[src/rtl/alu_arbiter.sv]
// Round-robin arbiter and sequencer sharing one combinational 32-bit ALU
// between NUM_REQ requesters. Each accepted operation takes one cycle on the
// ALU, and its result is returned with the requester ID over a valid/ready
// response channel.
module alu_arbiter #(
  parameter int unsigned NUM_REQ = 4,
  parameter int unsigned ID_W    = 2
) (
  input  logic                 clk,
  input  logic                 rst,
  input  logic [NUM_REQ-1:0]   req_valid,
  output logic [NUM_REQ-1:0]   req_ready,
  input  logic [NUM_REQ*32-1:0] req_a,
  input  logic [NUM_REQ*32-1:0] req_b,
  input  logic [NUM_REQ*5-1:0] req_opcode,
  output logic [31:0]          alu_a,
  output logic [31:0]          alu_b,
  output logic [4:0]           alu_opcode,
  input  logic [31:0]          alu_result,
  input  logic                 alu_zero,
  input  logic                 alu_negative,
  output logic                 rsp_valid,
  input  logic                 rsp_ready,
  output logic [ID_W-1:0]      rsp_id,
  output logic [31:0]          rsp_result,
  output logic                 rsp_zero,
  output logic                 rsp_negative
);

  typedef enum logic [1:0] {StIdle, StExec, StResp} state_e;

  state_e state_q, state_d;

  logic [ID_W-1:0] last_grant_q;
  logic [ID_W-1:0] grant_id_q;
  logic [31:0]     alu_a_q, alu_b_q;
  logic [4:0]      alu_opcode_q;
  logic            rsp_valid_q;
  logic [ID_W-1:0] rsp_id_q;
  logic [31:0]     rsp_result_q;
  logic            rsp_zero_q, rsp_negative_q;

  logic            gnt_valid;
  logic [ID_W-1:0] gnt_idx;
  logic [ID_W-1:0] cand;

  // Unpacked per-requester views of the flat payload buses
  logic [31:0] a_arr  [NUM_REQ];
  logic [31:0] b_arr  [NUM_REQ];
  logic [4:0]  op_arr [NUM_REQ];

  for (genvar g = 0; g < NUM_REQ; g++) begin : g_unpack
    assign a_arr[g]  = req_a[32*g +: 32];
    assign b_arr[g]  = req_b[32*g +: 32];
    assign op_arr[g] = req_opcode[5*g +: 5];
  end

  // Round-robin pick: first valid requester scanning upward from last_grant+1
  always_comb begin
    gnt_valid = 1'b0;
    gnt_idx   = '0;
    cand      = '0;
    for (int unsigned i = 0; i < NUM_REQ; i++) begin
      cand = ID_W'((32'(last_grant_q) + 32'd1 + i) % NUM_REQ);
      if (!gnt_valid && req_valid[cand]) begin
        gnt_valid = 1'b1;
        gnt_idx   = cand;
      end
    end
  end

  // State register
  always_ff @(posedge clk) begin
    if (rst) begin
      state_q <= StIdle;
    end else begin
      state_q <= state_d;
    end
  end

  // Next-state: accept in idle, one execute cycle, then wait for the consumer
  always_comb begin
    state_d = state_q;
    unique case (state_q)
      StIdle:  if (gnt_valid) state_d = StExec;
      StExec:  state_d = StResp;
      StResp:  if (rsp_valid_q && rsp_ready) state_d = StIdle;
      default: state_d = StIdle;
    endcase
  end

  // Outputs: grant is offered only while idle
  always_comb begin
    req_ready = '0;
    if (state_q == StIdle && gnt_valid) begin
      req_ready[gnt_idx] = 1'b1;
    end
  end

  // Datapath: latch operands on accept, capture ALU result after the execute cycle
  always_ff @(posedge clk) begin
    if (rst) begin
      last_grant_q   <= ID_W'(NUM_REQ - 1);  // requester 0 is next in line
      grant_id_q     <= '0;
      alu_a_q        <= '0;
      alu_b_q        <= '0;
      alu_opcode_q   <= '0;
      rsp_valid_q    <= 1'b0;
      rsp_id_q       <= '0;
      rsp_result_q   <= '0;
      rsp_zero_q     <= 1'b0;
      rsp_negative_q <= 1'b0;
    end else begin
      unique case (state_q)
        StIdle: begin
          if (gnt_valid) begin
            alu_a_q      <= a_arr[gnt_idx];
            alu_b_q      <= b_arr[gnt_idx];
            alu_opcode_q <= op_arr[gnt_idx];
            grant_id_q   <= gnt_idx;
            last_grant_q <= gnt_idx;
          end
        end
        StExec: begin
          rsp_result_q   <= alu_result;
          rsp_zero_q     <= alu_zero;
          rsp_negative_q <= alu_negative;
          rsp_id_q       <= grant_id_q;
          rsp_valid_q    <= 1'b1;
        end
        StResp: begin
          if (rsp_ready) rsp_valid_q <= 1'b0;
        end
        default: ;
      endcase
    end
  end

  assign alu_a        = alu_a_q;
  assign alu_b        = alu_b_q;
  assign alu_opcode   = alu_opcode_q;
  assign rsp_valid    = rsp_valid_q;
  assign rsp_id       = rsp_id_q;
  assign rsp_result   = rsp_result_q;
  assign rsp_zero     = rsp_zero_q;
  assign rsp_negative = rsp_negative_q;

endmodule
[config.mk]
export PLATFORM = sky130hd
export DESIGN_NAME = alu_arbiter
export DESIGN_NICKNAME = d
export VERILOG_FILES = /design/src/rtl/alu_arbiter.sv
export SDC_FILE = /design/constraint.sdc
export NUM_CORES = 1
export LEC_CHECK = 0
export ABC_AREA = 1
export BUFFER_PORTS_ARGS = -buffer_cell sky130_fd_sc_hd__buf_2
export CAP_MARGIN = 20
export CORE_AREA = 2 2 164 166
export DETAILED_ROUTE_END_ITERATION = 8
export DIE_AREA = 0 0 166 168
export PLACE_DENSITY = 0.53
export SLEW_MARGIN = 20
export SYNTH_ARGS = -nofsm -noshare
export SYNTH_HDL_FRONTEND = slang
export SYNTH_SLANG_ARGS = --single-unit
[constraint.sdc]
create_clock -name clk -period 3.6 [get_ports clk]
set_input_delay 1.08 -clock clk [delete_from_list [all_inputs] [get_ports clk]]
set_output_delay 1.08 -clock clk [all_outputs]
set_load 0.03 [all_outputs]
======== After elaboration in Yosys (flattened, before gate mapping) ========
Index checks and enable logic that the tools add are counted.
storage, ports and cells
  register bits ........................... 112
  input bits .............................. 317
  word-level logic and storage cells ...... 75
cells by class
  add/sub/neg operators ................... 4
  magnitude comparators ................... 7
  eq/ne operators ......................... 5
  mux-type cells .......................... 33
  bitwise operators ....................... 1
  reductions and logical operators ........ 14
operators by type and width
  operator                                                                       count
  32-bit binary-select mux with 2-bit select                                     2
  32-bit 2-to-1 mux                                                              4
  2-bit by 3-bit less-than comparator with 1-bit output (second input constant)  5
  2-bit 2-to-1 mux                                                               6
  5-bit binary-select mux with 2-bit select                                      1
  1-bit 2-to-1 mux                                                               10
  5-bit 2-to-1 mux                                                               2
  1-bit binary-select mux with 2-bit select                                      4
  1-bit logical AND                                                              6
  2-bit != test (second input constant)                                          3
  2-bit one-hot mux with 3 select lines                                          1
  2-bit AND reduction                                                            3
  2-bit by 1-bit adder with 2-bit output (second input constant)                 2
  2-bit adder (second input constant)                                            2
  4-bit 2-to-1 mux                                                               1
  3-bit >= comparator (second input constant)                                    1
  1-bit logical NOT                                                              3
  2-bit NOT with 3-bit output                                                    1
  1-bit demux with 2-bit select                                                  1
  2-bit by 1-bit equality test with 1-bit output (second input constant)         1
  2-bit equality test (second input constant)                                    1
  2-bit by 1-bit >= comparator with 1-bit output (second input constant)         1
  2-bit logical NOT                                                              1
  1-bit one-hot mux with 2 select lines                                          1
  2-bit nonzero test                                                             1

======== Logic depth before layout (Yosys ltp) ========
Gate-level depths: netlist of the first run.
  word-level depth ........................ 18
  gate-level depth with buffers ........... 18
  gate-level depth less buffers ........... 15

======== Least setup slack after synthesis of the first run ========
OpenSTA, ideal clock, no wires.
  kind .................................... input to output
  start point ............................. input req_valid[0]
  end point ............................... output req_ready[2]
  arrival ................................. 2.653 ns
  slack ................................... -0.133 ns
  stages on the path ...................... 14
  buffers on the path ..................... 1
  path through ............................ inv_1 nand2_1 nand3_1 nand2_2 nor2_8 nand2_1 nand2_1 inv_2 nand2_2 inv_2 nor2_4 buf_4 inv_1 nor2_1
between the ends
  longest elaborated chain between the ends .. 17
  elaborated cells on any way between the ends .. 29
  those cells by class .................... order compare (2); mux (19); reduce/logical (8)
RTL lines
  item                                                                                                                                           RTL line  RTL
  from (decl)                                                                                                                                    11        input logic [NUM_REQ-1:0] req_valid,
  1-bit binary-select mux with 2-bit select                                                                                                      65        if (!gnt_valid && req_valid[cand]) begin
  1-bit 2-to-1 mux (implied by the code)                                                                                                         65
  1-bit 2-to-1 mux                                                                                                                               65
  1-bit logical NOT                                                                                                                              65
  1-bit logical AND                                                                                                                              65
  1-bit 2-to-1 mux                                                                                                                               65
  1-bit logical NOT                                                                                                                              65
  1-bit logical AND                                                                                                                              65
  1-bit 2-to-1 mux                                                                                                                               65
  1-bit logical NOT                                                                                                                              65
  1-bit logical AND                                                                                                                              65
  2-bit 2-to-1 mux                                                                                                                               65
  2-bit by 3-bit less-than comparator with 1-bit output (implied by the code) or 2-bit by 1-bit >= comparator with 1-bit output (tied branches)  96        req_ready[gnt_idx] = 1'b1;
  1-bit logical AND (implied by the code)                                                                                                        96
  1-bit 2-to-1 mux (implied by the code)                                                                                                         96
  1-bit demux with 2-bit select                                                                                                                  96
  4-bit 2-to-1 mux (*)                                                                                                                           95        if (state_q == StIdle && gnt_valid) begin
  to (decl)                                                                                                                                      12        output logic [NUM_REQ-1:0] req_ready,
Every way passes the cells marked *; elsewhere a longest branch is shown, timed or not. The select of a mux whose other input is x is not followed.

======== Worst setup path after layout of the first run ========
Ends and elaborated chain as after synthesis.

==> results of run 1 <==
==> power breakdown <==
group          internal (mW)  switching [mW]  total (mW)
combinational           2.19            5.25        7.45
sequential              1.72           0.233        1.95
clock                  0.516           0.598        1.11
==> layout make-up <==
cell class	instances	area, um2	area share
Inverter	179	672	0.0678
Multi-Input combinational cell	894	3900	0.394
Clock inverter	7	96.3	0.00972
Sequential cell	112	2240	0.226
Clock buffer	9	225	0.0227
Tap cell	341	427	0.0430
Timing Repair Buffer	452	2350	0.237
==> path summary, 6_finish.rpt <==
kind,to,slack (ns),cells past startpoint
worst min-delay path,rsp_id[1],0.51,2
worst min register to register,rsp_id[1],0.51,2
worst max-delay path,req_ready[2],0.15,13
worst max register to register,alu_b[30],1.00,15
==> cell families after synthesis <==
kind of cell | share of synthesized area
compound gates | 0.0542
simple gates | 0.481
buf+inv | 0.153
flops | 0.311
==> tightest hold or removal path: stages, from the launching register on <==
cell     delay [ns]
dfxtp_1        0.33
nor2_1         0.10
nor2_1         0.05
==> per-stage QoR <==
| step | hold WS [ns] | utilization |
|---|---|---|
| detailed placement | 0.496 | 0.363 |
| CTS | 0.515 | 0.375 |
| global placement | 0.486 | 0.363 |
| finish | 0.506 | 0.376 |
| floorplan | 0.444 | - |
| global route | 0.538 | 0.376 |
==> cell usage in the layout, fill, tap and decap left out, types with 2 or more instances in the layout <==
cell / instances
buf_2: 424
dfxtp_1: 111
nand3_1: 152
buf_4: 26
nand2_4: 6
inv_1: 170
inv_12: 2
a21oi_1: 32
nand2_2: 4
o21ai_0: 38
inv_2: 9
nand2_1: 508
nand3_4: 4
clkinv_8: 2
o211ai_1: 2
nand3_2: 3
nor2_4: 3
nor2_1: 110
inv_8: 2
o21ai_1: 2
nand4_1: 20
nor2_2: 6
clkbuf_16: 9
==> metal layers <==
| metal | GRT usage | up-vias | part of all wire |
|---|---|---|---|
| li1 | - | 4603 | - |
| met1 | 0.253 | 3968 | 0.43 |
| met2 | 0.336 | 342 | 0.48 |
| met3 | 0.0470 | 37 | 0.071 |
| met4 | 0.0556 | 2 | 0.019 |
| met5 | 0 | - | 0.00045 |
==> flip-flops by register name, indices dropped and copies added (netlist names) <==
name / count
alu_b: 32
rsp_valid: 1
alu_a: 32
rsp_zero: 1
state_q: 2
rsp_negative: 1
grant_id_q: 2
last_grant_q: 2
rsp_result: 32
rsp_id: 2
alu_opcode: 5
==> what timing repair did <==
item                                    in CTS  in global routing
gates resized for setup                      0                 11
setup buffers                                0                  1
endpoints found under the setup margin       0                  4
==> out/qor.txt, run 1 <==
Status -> complete, no violations
Worst reg2reg path startpoint -> last_grant_q[1]
Clock buffer count from CTS -> 9
Cell Area, Placed -> 0.00955 mm2
Max Cap Viol -> 0
Fin. Hold Viols -> 0
Top-count cell post-synth -> nand2_1
Clk Latency, worst-skew pair -> 0.37 ns
Largest net degree at the start of global routing -> 121
CP endpoint kind -> primary output
Post-Synthesis Cells -> 1,260
Root Driver -> clkbuf_16
Fraction of layout cells with a size suffix above 1 -> 0.307
DRC -> 0
Critical Path RT -> 2.52 ns
Worst path top cell family by delay -> simple AND/OR/NAND/NOR gates
Critical Path Fanout Max -> 4
1st-iter DRT viols -> 472
Avg Cell Area, Syn -> 5.72 um2
Max H-tree Level -> 3
Synth top cells by count -> nand2_1, inv_1, nand3_1, nor2_1, dfxtp_1
Minimum clock period -> 3.45 ns
YS warnings -> 0
Max Clk Rate -> 290 MHz
Via count -> 8,952
HPWL after DPL -> 20,800 um
Post-Layout Cell Count -> 1,994
Detailed-route wire length per cell -> 14.4 um
Top FF cell, synth -> dfxtp_1
Worst Path Buf+Inv -> 5
Final setup skew -> 0.0167 ns
Peak supply drop -> 967 uV
Worst Setup SP -> req_valid[0]
Worst Hold Class -> flip-flop to flip-flop
Post-route setup TNS -> 0 ns
EDFF count, synth -> 0
Setup ws final -> 0.146 ns
Gr ovfl total -> 0
Final WL -> 28,600 um
Vias/cell -> 4.49
Die area -> 0.0279 mm2
Yosys top cell area share -> 0.311
Setup CP Type -> input port to primary output
Tcrit/Tclk final -> 0.959
First-pass detailed-route iteration total -> 5
Clk sinks -> 112
Data arrival time of the critical path -> 2.37 ns
Unrepaired setup endpoints after global routing -> false
Post-Syn Area -> 0.00720 mm2
Inserted Diodes -> 0
CORE AREA -> 0.0264 mm2
FP Rows -> 60
GP Congestion -> 0.832
Die extent in x -> 166 um
Total power -> 10.5 mW
Syn nets -> 1,577
Cell variety after synth -> 26
Sequential fraction of the synthesis area -> 0.311
Vias in the first global route -> 8,272
Hold-fix buffers, CTS -> 0
Die Span Y -> 168 um
DP Cell Count -> 1,977
Worst slack, placed -> 0.0203 ns
Layout area overhead -> 37.6%
Hold_sp -> grant_id_q[1]
Crit path max-delay cell type -> nand4_1
Post-route ant nets -> 0
Synth Register Bits -> 112
Top Ports -> 427
CTS max path bufs -> 2
Crit-path max cell delay -> 0.17 ns
First-pass GRT wire length -> 44,500 um
Share of flip-flops with an asynchronous set or reset -> 0
Total track usage -> 0.199
Pwr Density -> 1060 mW/mm2
Finished Cell Area -> 0.00991 mm2
Final setup fails -> 0
Clk slew on worst S/H paths -> 0.09 ns
Slew margin rel. -> 0.551
CTS tree -> built
Starting Density -> 0.273
Filler cell count -> 3,030
Port bufs -> 426
Worst-Margin Slew -> 0.673 ns
Area leader, netlist -> dfxtp_1
Initial antenna violation count -> 1
Leak pwr -> 6.14 nW
Max Slew Vio Count -> 0
Startpoint types -> input port
NumNets Final -> 1,965
Crit path cell chain -> buf_2, inv_1, nand2_1, o21ai_1, nand2_1, o21ai_2, nand4_1, nand2_4, inv_2, nor2_4, inv_1, nor2_2, buf_6
Leading post-synthesis cells by cell area -> dfxtp_1, nand2_1, nand3_1
(Power assumes the default switching activity.)
==> inputs of run 2 (changes only) <==
--- a/config.mk
+++ b/config.mk
@@ -11,6 +11,7 @@
 export CORE_AREA = 2 2 164 166
 export DETAILED_ROUTE_END_ITERATION = 8
 export DIE_AREA = 0 0 166 168
+export MAX_ROUTING_LAYER = met4
 export PLACE_DENSITY = 0.53
 export SLEW_MARGIN = 20
 export SYNTH_ARGS = -nofsm -noshare
==> run 2 against run 1 <==
Net effect: fmax shrank 1.1%; critical path depth shrank 1; clock power is essentially flat; hold slack is essentially flat; total power shrank 0.49%; clock skew grew 0.0060 ns; largest cell class unchanged; via count shrank 0.87%; combinational power shrank 0.5%.
==> out/qor.txt, run 2 (synthesis gave the netlist of run 1 again) <==
Seq pwr share -> 0.186 (about the same)
Port bufs -> 426 (unchanged)
Vias/cell -> 4.44 (-1.0%)
Status -> complete, no violations
Worst reg2reg path startpoint -> last_grant_q[0]
Final setup skew -> 0.0227 ns (+0.00599 ns)
1st-iter DRT viols -> 389 (-18%)
Total power -> 10.5 mW (-0.49%)
Clk sinks -> 112 (unchanged)
Data arrival time of the critical path -> 2.41 ns (+0.04 ns)
GP Congestion -> 0.863 (+3.7%)
Slew margin rel. -> 0.477 (-0.0748)
Root Driver -> clkbuf_16
Fin. Hold Viols -> 0 (unchanged)
Gr ovfl total -> 0 (unchanged)
WHS Path Cells -> 2 (unchanged)
Vias in the first global route -> 8,414 (+1.7%)
Worst Setup SP -> req_valid[0]
NumNets Final -> 1,966 (+0.051%)
Commonest non-fill, non-tap cell in the layout -> nand2_1
Hold_sp -> grant_id_q[0]
Max Clk Rate -> 286 MHz (-1.1%)
Final WL -> 28,200 um (-1.5%)
Fraction of layout cells with a size suffix above 1 -> 0.306 (-0.000790)
Crit path cell chain -> buf_2, inv_1, nand2_1, nand3_1, nand2_2, nor2_8, buf_4, nand3_4, nand3_4, nand2_1, nor2_2, buf_2
First-pass detailed-route iteration total -> 5 (unchanged)
Peak supply drop -> 729 uV (-25%)
Clk Latency, worst-skew pair -> 0.37 ns (about the same)
Final setup fails -> 0 (unchanged)
Startpoint types -> input port
Hold-fix buffers, CTS -> 0 (unchanged)
Worst Path Buf+Inv -> 4 (-1)
Layout area overhead -> 37.6% (about the same)
Minimum clock period -> 3.49 ns (+0.0395 ns)
Reg area -> 0.00224 mm2 (about the same)
Crit-path max cell delay -> 0.23 ns (+0.06 ns)
CORE AREA -> 0.0264 mm2 (unchanged)
Largest net degree at the start of global routing -> 121 (unchanged)
Pwr Density -> 1050 mW/mm2 (-0.48%)
Clock share of power -> 0.106 (about the same)
Initial antenna violation count -> 2 (+1)
Hold EP -> grant_id_q[0]
Max Slew Vio Count -> 0 (unchanged)
Worst-Margin Slew -> 0.785 ns (+0.112 ns)
CP endpoint kind -> primary output
Crit path depth -> 12 (-1)
Post-route ant nets -> 0 (unchanged)
Sw Ratio -> 0.576 (-0.00263)
Clock buffer count from CTS -> 9 (unchanged)
Total track usage -> 0.202 (+0.00284)
Max H-tree Level -> 3 (unchanged)
Via count -> 8,874 (-0.87%)
Leak pwr -> 6.14 nW (about the same)
DRC -> 0 (unchanged)
Worst Hold Class -> flip-flop to flip-flop
CTS tree -> built
Starting Density -> 0.273 (unchanged)
Most frequent cells in the layout -> nand2_1, buf_2, inv_1, nand3_1, dfxtp_1
Combinational share of power -> 0.709 (about the same)
Die Span Y -> 168 um (unchanged)
Die extent in x -> 166 um (unchanged)
Crit path max-delay cell type -> buf_2
Critical Path Fanout Max -> 6 (+2)
Sw Pwr -> 6.03 mW (-0.94%)
Detailed-route wire length per cell -> 14.1 um (-1.7%)
Int Power -> 4.43 mW (+0.13%)
Worst hold slack -> 0.506 ns (+0.000477 ns)
R2r endpoint -> alu_b[8]
Setup ws final -> 0.107 ns (-0.0395 ns)
Max Cap Viol -> 0 (unchanged)
FP Rows -> 60 (unchanged)
Setup CP Type -> input port to primary output
First-pass GRT wire length -> 44,000 um (-1.0%)
Unrepaired setup endpoints after global routing -> false
CTS max path bufs -> 2 (unchanged)
Tcrit/Tclk final -> 0.970 (+0.0110)
HPWL after DPL -> 20,700 um (-0.39%)
Filler cell count -> 2,996 (-1.1%)
Critical Path RT -> 2.52 ns (about the same)
Die area -> 0.0279 mm2 (unchanged)
R2R setup slack -> 0.79 ns (-0.21 ns)
Footprint of the multi-input gates -> 0.00389 mm2 (-0.26%)
Top Ports -> 427 (unchanged)
Worst slack, placed -> 0.0432 ns (+0.0229 ns)
Clk slew on worst S/H paths -> 0.08 ns (about the same)
Worst path top cell family by delay -> simple AND/OR/NAND/NOR gates
Worst reg2reg path depth -> 15 (unchanged)
## run 2: layout make-up
type,count,share of cell area
multi-input combinational,894,0.393
timing repair buffer,453,0.237
sequential,112,0.226
inverter,179,0.0678
tap,341,0.0430
clock buffer,9,0.0227
clock inverter,7,0.00972
antenna,2,0.000505
## run 2: layer usage
metal | part of all wire | global-route usage
met3 | 0.070 | 0.0376
met1 | 0.43 | 0.244
met2 | 0.48 | 0.345
met5 | 0 | -
met4 | 0.020 | 0.0522
## run 2: per-stage QoR
stage	cells	utilization	setup TNS, ns	area (um2)
final	1997	0.376	0	9910
after global routing	1997	0.376	0	9910
after CTS	1994	0.375	0	9880
after detailed placement	1978	0.363	0	9560
after global placement	1978	0.363	0	9560
after floorplan	1260	-	-0.00164	7210
## run 2: worst min-delay path: stages, from the launching register on
cell and delay [ns]:
dfxtp_1 0.34, nand2_1 0.07, a21oi_1 0.05
## run 2: how the worst max path moves through the flow
stage,to,slack (ns)
2_1_floorplan,req_ready[2],-0.002
3_3_place_gp,req_ready[2],0.04
3_5_place_dp,req_ready[2],0.04
4_1_cts,req_ready[2],0.03
5_1_grt,req_ready[3],0.001
6_report,req_ready[3],0.11
## run 2: power groups by stage
| stage | clock, mW | sequential (mW) | combinational (mW) |
|---|---|---|---|
| floorplan | 0 | 2.76 | 4.78 |
| global placement | 0 | 1.96 | 7.47 |
| detailed placement | 0 | 1.96 | 7.49 |
| CTS | 1.15 | 1.94 | 7.52 |
| global route | 1.20 | 1.99 | 8.34 |
| finish | 1.11 | 1.94 | 7.41 |
## run 2: repair_timing
item | 4_1_cts | 5_1_grt
endpoints found under the setup margin | 0 | 4
resized for setup | 0 | 6
setup buffers | 0 | 1
